===== src/rtl/alu_exec_ctrl.sv =====
// rtl/alu_exec_ctrl.sv - execute-stage ALU: single-cycle add/logic/compare, bit-serial shifts
module alu_exec_ctrl #(
    parameter int XLEN = 32,
    parameter int SHW  = $clog2(XLEN)
) (
    input  logic            clk_i,
    input  logic            rst_ni,
    input  logic            flush_i,
    input  logic            in_valid_i,
    output logic            in_ready_o,
    input  logic [2:0]      aluop_i,
    input  logic [2:0]      funct3_i,
    input  logic [6:0]      funct7_i,
    input  logic [XLEN-1:0] op_a_i,
    input  logic [XLEN-1:0] op_b_i,
    output logic            out_valid_o,
    input  logic            out_ready_i,
    output logic [XLEN-1:0] result_o,
    output logic            branch_taken_o,
    output logic            illegal_o
);
    typedef enum logic [1:0] {IDLE, SHIFT, DONE} state_t;
    typedef enum logic [1:0] {SH_LL, SH_RL, SH_RA} shmode_t;

    state_t          state_q;
    shmode_t         mode_q, dec_mode;
    logic [XLEN-1:0] sh_q, sh_d;
    logic [SHW-1:0]  cnt_q;
    logic            in_ready_q, out_valid_q, taken_q, illegal_q;
    logic [XLEN-1:0] result_q;

    logic [XLEN-1:0] sum, diff, dec_res;
    logic            lt, ltu, eq, is_i, f7_ok;
    logic            dec_shift, dec_taken, dec_illegal;

    assign sum   = op_a_i + op_b_i;
    assign diff  = op_a_i - op_b_i;
    assign lt    = $signed(op_a_i) < $signed(op_b_i);
    assign ltu   = op_a_i < op_b_i;
    assign eq    = op_a_i == op_b_i;
    assign is_i  = aluop_i[0];
    assign f7_ok = (funct7_i == 7'b0000000) || (funct7_i == 7'b0100000);

    // For I-type, funct7 is immediate payload except on the shift encodings.
    always_comb begin
        dec_res     = '0;
        dec_shift   = 1'b0;
        dec_mode    = SH_LL;
        dec_taken   = 1'b0;
        dec_illegal = 1'b0;
        case (aluop_i)
            3'b000, 3'b001: begin
                if ((!is_i && !f7_ok) ||
                    (is_i && funct3_i == 3'b001 && funct7_i != 7'b0000000) ||
                    (is_i && funct3_i == 3'b101 && !f7_ok)) begin
                    dec_illegal = 1'b1;
                end else begin
                    case (funct3_i)
                        3'b000: dec_res = (!is_i && funct7_i[5]) ? diff : sum;
                        3'b001: dec_shift = 1'b1;
                        3'b010: dec_res = {{(XLEN-1){1'b0}}, lt};
                        3'b011: dec_res = {{(XLEN-1){1'b0}}, ltu};
                        3'b100: dec_res = op_a_i ^ op_b_i;
                        3'b101: begin
                            dec_shift = 1'b1;
                            dec_mode  = funct7_i[5] ? SH_RA : SH_RL;
                        end
                        3'b110: dec_res = op_a_i | op_b_i;
                        default: dec_res = op_a_i & op_b_i;
                    endcase
                end
            end
            3'b010: begin
                case (funct3_i)
                    3'b000: dec_taken = eq;
                    3'b001: dec_taken = !eq;
                    3'b100: dec_taken = lt;
                    3'b101: dec_taken = !lt;
                    3'b110: dec_taken = ltu;
                    3'b111: dec_taken = !ltu;
                    default: dec_illegal = 1'b1;
                endcase
                dec_res = {{(XLEN-1){1'b0}}, dec_taken};
            end
            3'b011:         dec_res = op_a_i + XLEN'(4);
            3'b100, 3'b101: dec_res = sum;
            3'b110:         dec_res = op_b_i;
            default:        dec_illegal = 1'b1;
        endcase
    end

    always_comb begin
        case (mode_q)
            SH_RL:   sh_d = {1'b0, sh_q[XLEN-1:1]};
            SH_RA:   sh_d = {sh_q[XLEN-1], sh_q[XLEN-1:1]};
            default: sh_d = {sh_q[XLEN-2:0], 1'b0};
        endcase
    end

    always_ff @(posedge clk_i or negedge rst_ni) begin
        if (!rst_ni) begin
            state_q     <= IDLE;
            in_ready_q  <= 1'b1;
            out_valid_q <= 1'b0;
            result_q    <= '0;
            taken_q     <= 1'b0;
            illegal_q   <= 1'b0;
            cnt_q       <= '0;
            sh_q        <= '0;
            mode_q      <= SH_LL;
        end else if (flush_i) begin
            state_q     <= IDLE;
            in_ready_q  <= 1'b1;
            out_valid_q <= 1'b0;
            result_q    <= '0;
            taken_q     <= 1'b0;
            illegal_q   <= 1'b0;
            cnt_q       <= '0;
        end else begin
            case (state_q)
                IDLE: if (in_valid_i && in_ready_q) begin
                    in_ready_q <= 1'b0;
                    taken_q    <= dec_taken;
                    illegal_q  <= dec_illegal;
                    if (dec_shift) begin
                        sh_q   <= op_a_i;
                        cnt_q  <= op_b_i[SHW-1:0];
                        mode_q <= dec_mode;
                        if (op_b_i[SHW-1:0] == '0) begin
                            result_q    <= op_a_i;
                            out_valid_q <= 1'b1;
                            state_q     <= DONE;
                        end else begin
                            state_q <= SHIFT;
                        end
                    end else begin
                        result_q    <= dec_res;
                        out_valid_q <= 1'b1;
                        state_q     <= DONE;
                    end
                end
                SHIFT: begin
                    sh_q  <= sh_d;
                    cnt_q <= cnt_q - SHW'(1);
                    if (cnt_q == SHW'(1)) begin
                        result_q    <= sh_d;
                        out_valid_q <= 1'b1;
                        state_q     <= DONE;
                    end
                end
                DONE: if (out_ready_i) begin
                    out_valid_q <= 1'b0;
                    in_ready_q  <= 1'b1;
                    state_q     <= IDLE;
                end
                default: begin
                    state_q     <= IDLE;
                    in_ready_q  <= 1'b1;
                    out_valid_q <= 1'b0;
                end
            endcase
        end
    end

    assign in_ready_o     = in_ready_q;
    assign out_valid_o    = out_valid_q;
    assign result_o       = result_q;
    assign branch_taken_o = taken_q;
    assign illegal_o      = illegal_q;
endmodule

===== config.mk =====
export PLATFORM = sky130hd
export DESIGN_NAME = alu_exec_ctrl
export DESIGN_NICKNAME = d
export VERILOG_FILES = /design/src/rtl/alu_exec_ctrl.sv
export SDC_FILE = /design/constraint.sdc
export NUM_CORES = 1
export LEC_CHECK = 0
export CORE_ASPECT_RATIO = 1.2
export CORE_UTILIZATION = 55
export CTS_BUF_LIST = sky130_fd_sc_hd__clkbuf_4
export CTS_CLUSTER_DIAMETER = 200
export DETAILED_ROUTE_END_ITERATION = 8
export GPL_ROUTABILITY_DRIVEN = 0
export PLACE_DENSITY = 0.78
export SLEW_MARGIN = 20
export SYNTH_ARGS = -nofsm -noshare
export SYNTH_HDL_FRONTEND = slang
export SYNTH_SLANG_ARGS = --single-unit

===== constraint.sdc =====
create_clock -name clk_i -period 3.24 [get_ports clk_i]
set_input_delay 0.81 -clock clk_i [delete_from_list [all_inputs] [get_ports clk_i]]
set_output_delay 0.81 -clock clk_i [all_outputs]
set_load 0.005 [all_outputs]

==> impl_results.md, run 1 <==
- Status: aborted with a tool error
- Fail Step: global routing (5_1_grt)
- Stop err: [ERROR GRT-0232] Routing congestion too high. Check the congestion heatmap in the GUI.
- Synth Instances: around 1500
- Chip Width: between 100 and 150 um
- CTS buffer count: 9
- Synth Flop Type: dfrtp_1
- Synthesized Nets: between 1500 and 2000
- Total GRT Usage: 0.7171
- CTS Hold Buffers Added: 0
- Ports: around 120
- WEP type: register data pin
- Clock Sinks: just under 80
- Yosys Warn Count: 0
- CTS H-tree depth: 3
- CTS max path bufs: 2
- HPWL Detailed: 38800 um
- GRT repair_timing worst endpoint: result_o[24]$_DFFE_PN0P_/D
- Die H: 156.0 um
- Synth Area per Inst: 7.120 sq um
- Largest net degree at the start of global routing: 65
- Placed Instance Area: around 15000 sq um
- Post-Place Cells: 2207
- Starting Density: 0.5680
- Port buffer count: 117
- Clock root buffer: clkbuf_4
- Seq/Total Area, Yosys: 0.1775
- Cell Area, Synth: 10870 sq um
- Total grt overflow: 3
- #FFs+latches synth: 77
- Async set-or-reset flop fraction in the synthesized netlist: 1.000
- Post-synthesis cell type count: between 80 and 90
- EDFF count, synth: 0
- # rows: 55
cells in the mapped netlist (all sizes together) (9+ instances only):
| library cell | instances | area [sq um] |
|---|---|---|
| a221o | 16 | 162.7 |
| a22oi | 28 | 210.2 |
| o21bai | 11 | 82.58 |
| o211ai | 23 | 177.7 |
| nor3 | 29 | 150.1 |
| ha | 101 | 1264 |
| a221oi | 27 | 255.2 |
| o21ai | 137 | 700.7 |
| a31oi | 20 | 131.4 |
| nand2b | 12 | 75.07 |
| o221ai | 19 | 172.7 |
| o31ai | 24 | 180.2 |
| nand3 | 32 | 160.2 |
| nor2b | 18 | 112.6 |
| a21oi | 176 | 914.6 |
| clkbuf | 88 | 330.3 |
| mux2i | 16 | 160.2 |
| nor2 | 162 | 608.1 |
| inv | 106 | 397.9 |
| xnor2 | 50 | 437.9 |
| dfrtp | 76 | 1902 |
| nand2 | 142 | 533.0 |
| buf | 21 | 113.9 |
| a21o | 16 | 120.1 |
| a211oi | 18 | 140.1 |
| nand4 | 12 | 75.07 |
| nor4 | 9 | 62.56 |
through the flow:
step / setup TNS (ns) / setup WS [ns]
2_1_floorplan: -0.08696 / -0.04624
3_3_place_gp: -21.00 / -0.7906
4_1_cts: -0.008824 / -0.008824
3_5_place_dp: -23.05 / -0.9366
cell families after synthesis:
family                     share of synthesized area
xor gates and xnor gates                     0.04675
buffers and inverters                        0.07784
AOI/OAI and AO/OA                             0.3667
DFF                                           0.1775
and+or+nand+nor                               0.1904
adders and majority gates                     0.1200
muxes                                        0.02096
what timing repair did:
item | in CTS
pin swaps | 43
setup buffers | 11
cloned | 0
endpoints found under the setup margin | 23
gates resized for setup | 117
per-layer routing:
layer / track usage / GRT overflow
met3: 0.5857 / 0
met5: 0.3223 / 0
met1: 0.7461 / 1
met4: 0.6395 / 1
met2: 0.8544 / 1
==> run 2, diff against run 1 <==
==> config.mk (replaced) <==
export PLATFORM = sky130hd
export DESIGN_NAME = alu_exec_ctrl
export DESIGN_NICKNAME = d
export VERILOG_FILES = /design/src/rtl/alu_exec_ctrl.sv
export SDC_FILE = /design/constraint.sdc
export NUM_CORES = 1
export LEC_CHECK = 0
export CORE_UTILIZATION = 40
export DETAILED_ROUTE_END_ITERATION = 8
export GPL_ROUTABILITY_DRIVEN = 0
export PLACE_DENSITY_LB_ADDON = 0.15
export SLEW_MARGIN = 20
export SYNTH_ARGS = -nofsm -noshare
export SYNTH_HDL_FRONTEND = slang
export SYNTH_SLANG_ARGS = --single-unit
==> run 2 against run 1 <==
- the flow now finishes, with violations (setup timing)
- synthesized cell count unchanged
- synthesized area unchanged
==> impl_results.md, run 2 <==
- Final setup viols: 2
- Reg area: around 1900 sq um
- First-pass GRT wire length: ~80000 um
- Total GRT Usage: 0.3691
- Total grt overflow: 0
- CTS H-tree depth: 3 (unchanged)
- Minimum clock period: between 3 and 4 ns
- Port buffer count: 117 (unchanged)
- IR drop worst, VDD: between 0.2 and 0.3 mV
- Drt wl/cell: roughly 22 um
- Post-route insts no fill: around 2300
- Pre-CTS setup slack: -0.9660 ns (-0.02938 ns)
- Sw frac: 0.4088
- Setup TNS: -0.09296 ns
- Design Area, Final: 16950 sq um
- Slowest cell delay on critical path: roughly 0.44 ns
- Final wirelength: around 53000 um
- Yosys Warn Count: 0 (unchanged)
- Slew headroom: 0.3989
- Post-synthesis cell type count: 86 (unchanged)
- Drt initial violations: roughly 1700
- CTS buffer count: 9 (unchanged)
- R2R cell count: 10
- Post-route antenna net violation count: 0
- Largest net degree at the start of global routing: 65
- R2r setup slk: 0.47 ns
- ANT cells: 0
- R2r startpoint: cnt_q[2]$_DFFE_PN0P_
- # rows: 59 (+7.3%)
- Clock Skews: between 0.007 and 0.008 ns
- Clock latency on the worst-skew pair: between 0.3 and 0.4 ns
- Setup crit start: funct7_i[1]
- Final Cycle Share: 1.022
- Seq/Total Area, Yosys: 0.1775 (unchanged)
- Drt drc: 0
- Ports: 118 (unchanged)
- Worst EP required: about 3.5 ns
- Post-Place Cells: 2298 (+4.1%)
- Most frequent cell after synthesis: a21oi_1
- Max-slew violations: 0
- Synth top cells by count: a21oi_1 (173), nor2_1 (162), nand2_1 (142), o21ai_0 (125), inv_1 (105)
- Die area: ~28000 sq um
- Fillers: 2250
- Final worst slack: -0.07027 ns
- Failing checks: setup timing
- Synth Flop Type: dfrtp_1
- Final core utilization: 0.6432
- Synthesized Nets: 1711 (unchanged)
- Async set-or-reset flop fraction in the synthesized netlist: 1.000 (unchanged)
- Commonest non-fill, non-tap cell in the layout: buf_4
- Max-Cap Viols: 0
- Core area: approximately 26000 sq um
- Worst Tran Pin Value: approximately 0.9 ns
- Layout area overhead: 56.00%
- Placed Instance Area: 15450 sq um (+1.3%)
- Status: finished, violations left
- Pwr dens: about 280 nW/um^2
- Vias in the first global route: between 10000 and 15000
- CP most frequent cell: buf_4
- Chip Width: 166.8 um (+28%)
- Clock Sinks: 77 (unchanged)
- Final hold violations: 0
- Multiplexer share of the synthesized area: 0.02096 (unchanged)
- Area of the multi-input gates: 9169 sq um
- Clk pwr share: 0.243
- Starting Density: 0.4123 (-0.1557)
- Cell Area, Synth: 10870 sq um (unchanged)
- Critical Path Start Type: primary input
- Antenna violations before repair: 0
- Worst path slowest cell: o221ai_1
- CTS tree: built
- Leakage: 0.007494 uW
- Synth area leader: dfrtp_1
- Worst setup path end: result_o[16]$_DFFE_PN0P_
- CTS max path bufs: 2 (unchanged)
- Layout cells sized above 1: 0.3534
- Most frequent cells in the layout: buf_4 (429), a21oi_1 (155), nor2_1 (150), nand2_1 (139), o21ai_0 (115)
- F_max: approximately 0.30 GHz
- Critical Path AT: 3.57 ns
- Top post-synthesis cells by area: dfrtp_1 (18%), ha_1 (12%), a21oi_1 (8.0%)
- Crit-path cells: clkdlybuf4s50_1, nor4_1, buf_4, o211ai_1, a211oi_2, buf_4, buf_4, nand2_2, buf_4, o221ai_1, a21oi_1, o221ai_1
- Crit. End Element: flop
- Clock root buffer: clkbuf_16
- Largest family of logic cells by synthesized area: compound AO/OA/AOI/OAI gates
- Synth Area in Compound Gates: 0.3667 (unchanged)
- Final nets: roughly 2200
- Post-Synth XOR/XNOR Area: 0.04675 (unchanged)
- NetSw: just under 2000 uW
- HPWL Detailed: 39180 um (+1.0%)
- CTS Hold Buffers Added: 0 (unchanged)
- Synth Instances: 1526 (unchanged)
- Comb pwr share: 0.528
- Synth Area per Inst: 7.120 sq um (unchanged)
- Post-Synth Simple-Gate Area: 0.1904 (unchanged)
- Synth top area share: 0.1750 (unchanged)
- Worst r2r dst: result_o[14]$_DFFE_PN0P_
- Die H: 166.8 um (+7.0%)
- CP Class: in -> reg
- Routed via count: ~15000
- EDFF count, synth: 0 (unchanged)
- Critical-path maximum fanout: 10
- First drt pass iteration count: 6
- #FFs+latches synth: 77 (unchanged)
- Internal Pwr Total: between 2000 and 3000 uW
- RSZ-0062 raised after global routing: true
- Vias per cell: approximately 6.2
- Part of the power in registers: 0.228
- Post-Synth Adder-Cell Area: 0.1200 (unchanged)
- Hold crit path type: in -> async
- CTS clk-pin slew, worst paths: 0.08 ns
==> run 2: cell counts after synthesis <==
No cell type changed its count.
==> run 2: power groups by stage <==
stage	combinational, uW	clock, uW	sequential, uW
2_1_floorplan	1070	0	1080
3_3_place_gp	2130	0	1090
3_5_place_dp	2150	0	1100
4_1_cts	2330	1160	1080
5_1_grt	2650	1180	1090
6_report	2500	1150	1080
==> run 2: cells by family (layout without fill, tap and decap cells) <==
family / count (synthesis) / count (layout)
AO/OA/AOI/OAI: 592 / 592
AND/OR/NAND/NOR: 458 / 458
buffers and inverters: 216 / 696
adder cells (fa/ha/maj): 103 / 103
flip-flops: 77 / 77
XOR/XNOR: 58 / 58
multiplexers: 22 / 22
==> run 2: worst min-delay path by stage <==
stage / end / slack [ns]
final: sh_q[25]$_DFFE_PN0P_ / 0.43
after global routing: sh_q[25]$_DFFE_PN0P_ / 0.47
after CTS: sh_q[25]$_DFFE_PN0P_ / 0.45
after detailed placement: result_o[8]$_DFFE_PN0P_ / 0.48
after global placement: result_o[7]$_DFFE_PN0P_ / 0.48
after floorplan: sh_q[0]$_DFFE_PN0P_ / 0.45
==> run 2: timing repair <==
item,4_1_cts,5_1_grt
endpoints found under the setup margin,26,28
buffers inserted,21,7
pin swaps,75,56
gates resized for setup,233,93
==> run 2: final cells by class <==
cell class / instances / share of cell area
timing repair buffer: 573 / 0.2786
multi-input combinational: 1233 / 0.5409
clock buffer: 9 / 0.01329
sequential: 77 / 0.1138
tap: 335 / 0.02473
inverter: 107 / 0.02384
clock inverter: 7 / 0.004872
==> run 2: critical path: cells and delay by family <==
family | cells | cell delay [ns]
AOI/OAI and AO/OA | 5 | 1.17
buffers and inverters | 5 | 1.15
and+or+nand+nor | 2 | 0.44
==> run 2: through the flow <==
| step | power (uW) | hold WS, ns |
|---|---|---|
| detailed placement | 3249 | 0.4841 |
| floorplan | 2152 | 0.4508 |
| CTS | 4575 | 0.4547 |
| global placement | 3224 | 0.4790 |
| finish | 4731 | 0.4296 |
| global route | 4916 | 0.4744 |
==> run 2: per-layer routing <==
| layer | vias to the layer above | track usage | wire length, um |
|---|---|---|---|
| li1 | 6519 | - | - |
| met1 | 6872 | 0.4686 | 20780 |
| met2 | 943 | 0.5848 | 23390 |
| met3 | 220 | 0.07486 | 5427 |
| met4 | 0 | 0.2053 | 2986 |
| met5 | - | 0 | 0 |
Power figures use the tool's default switching activity.
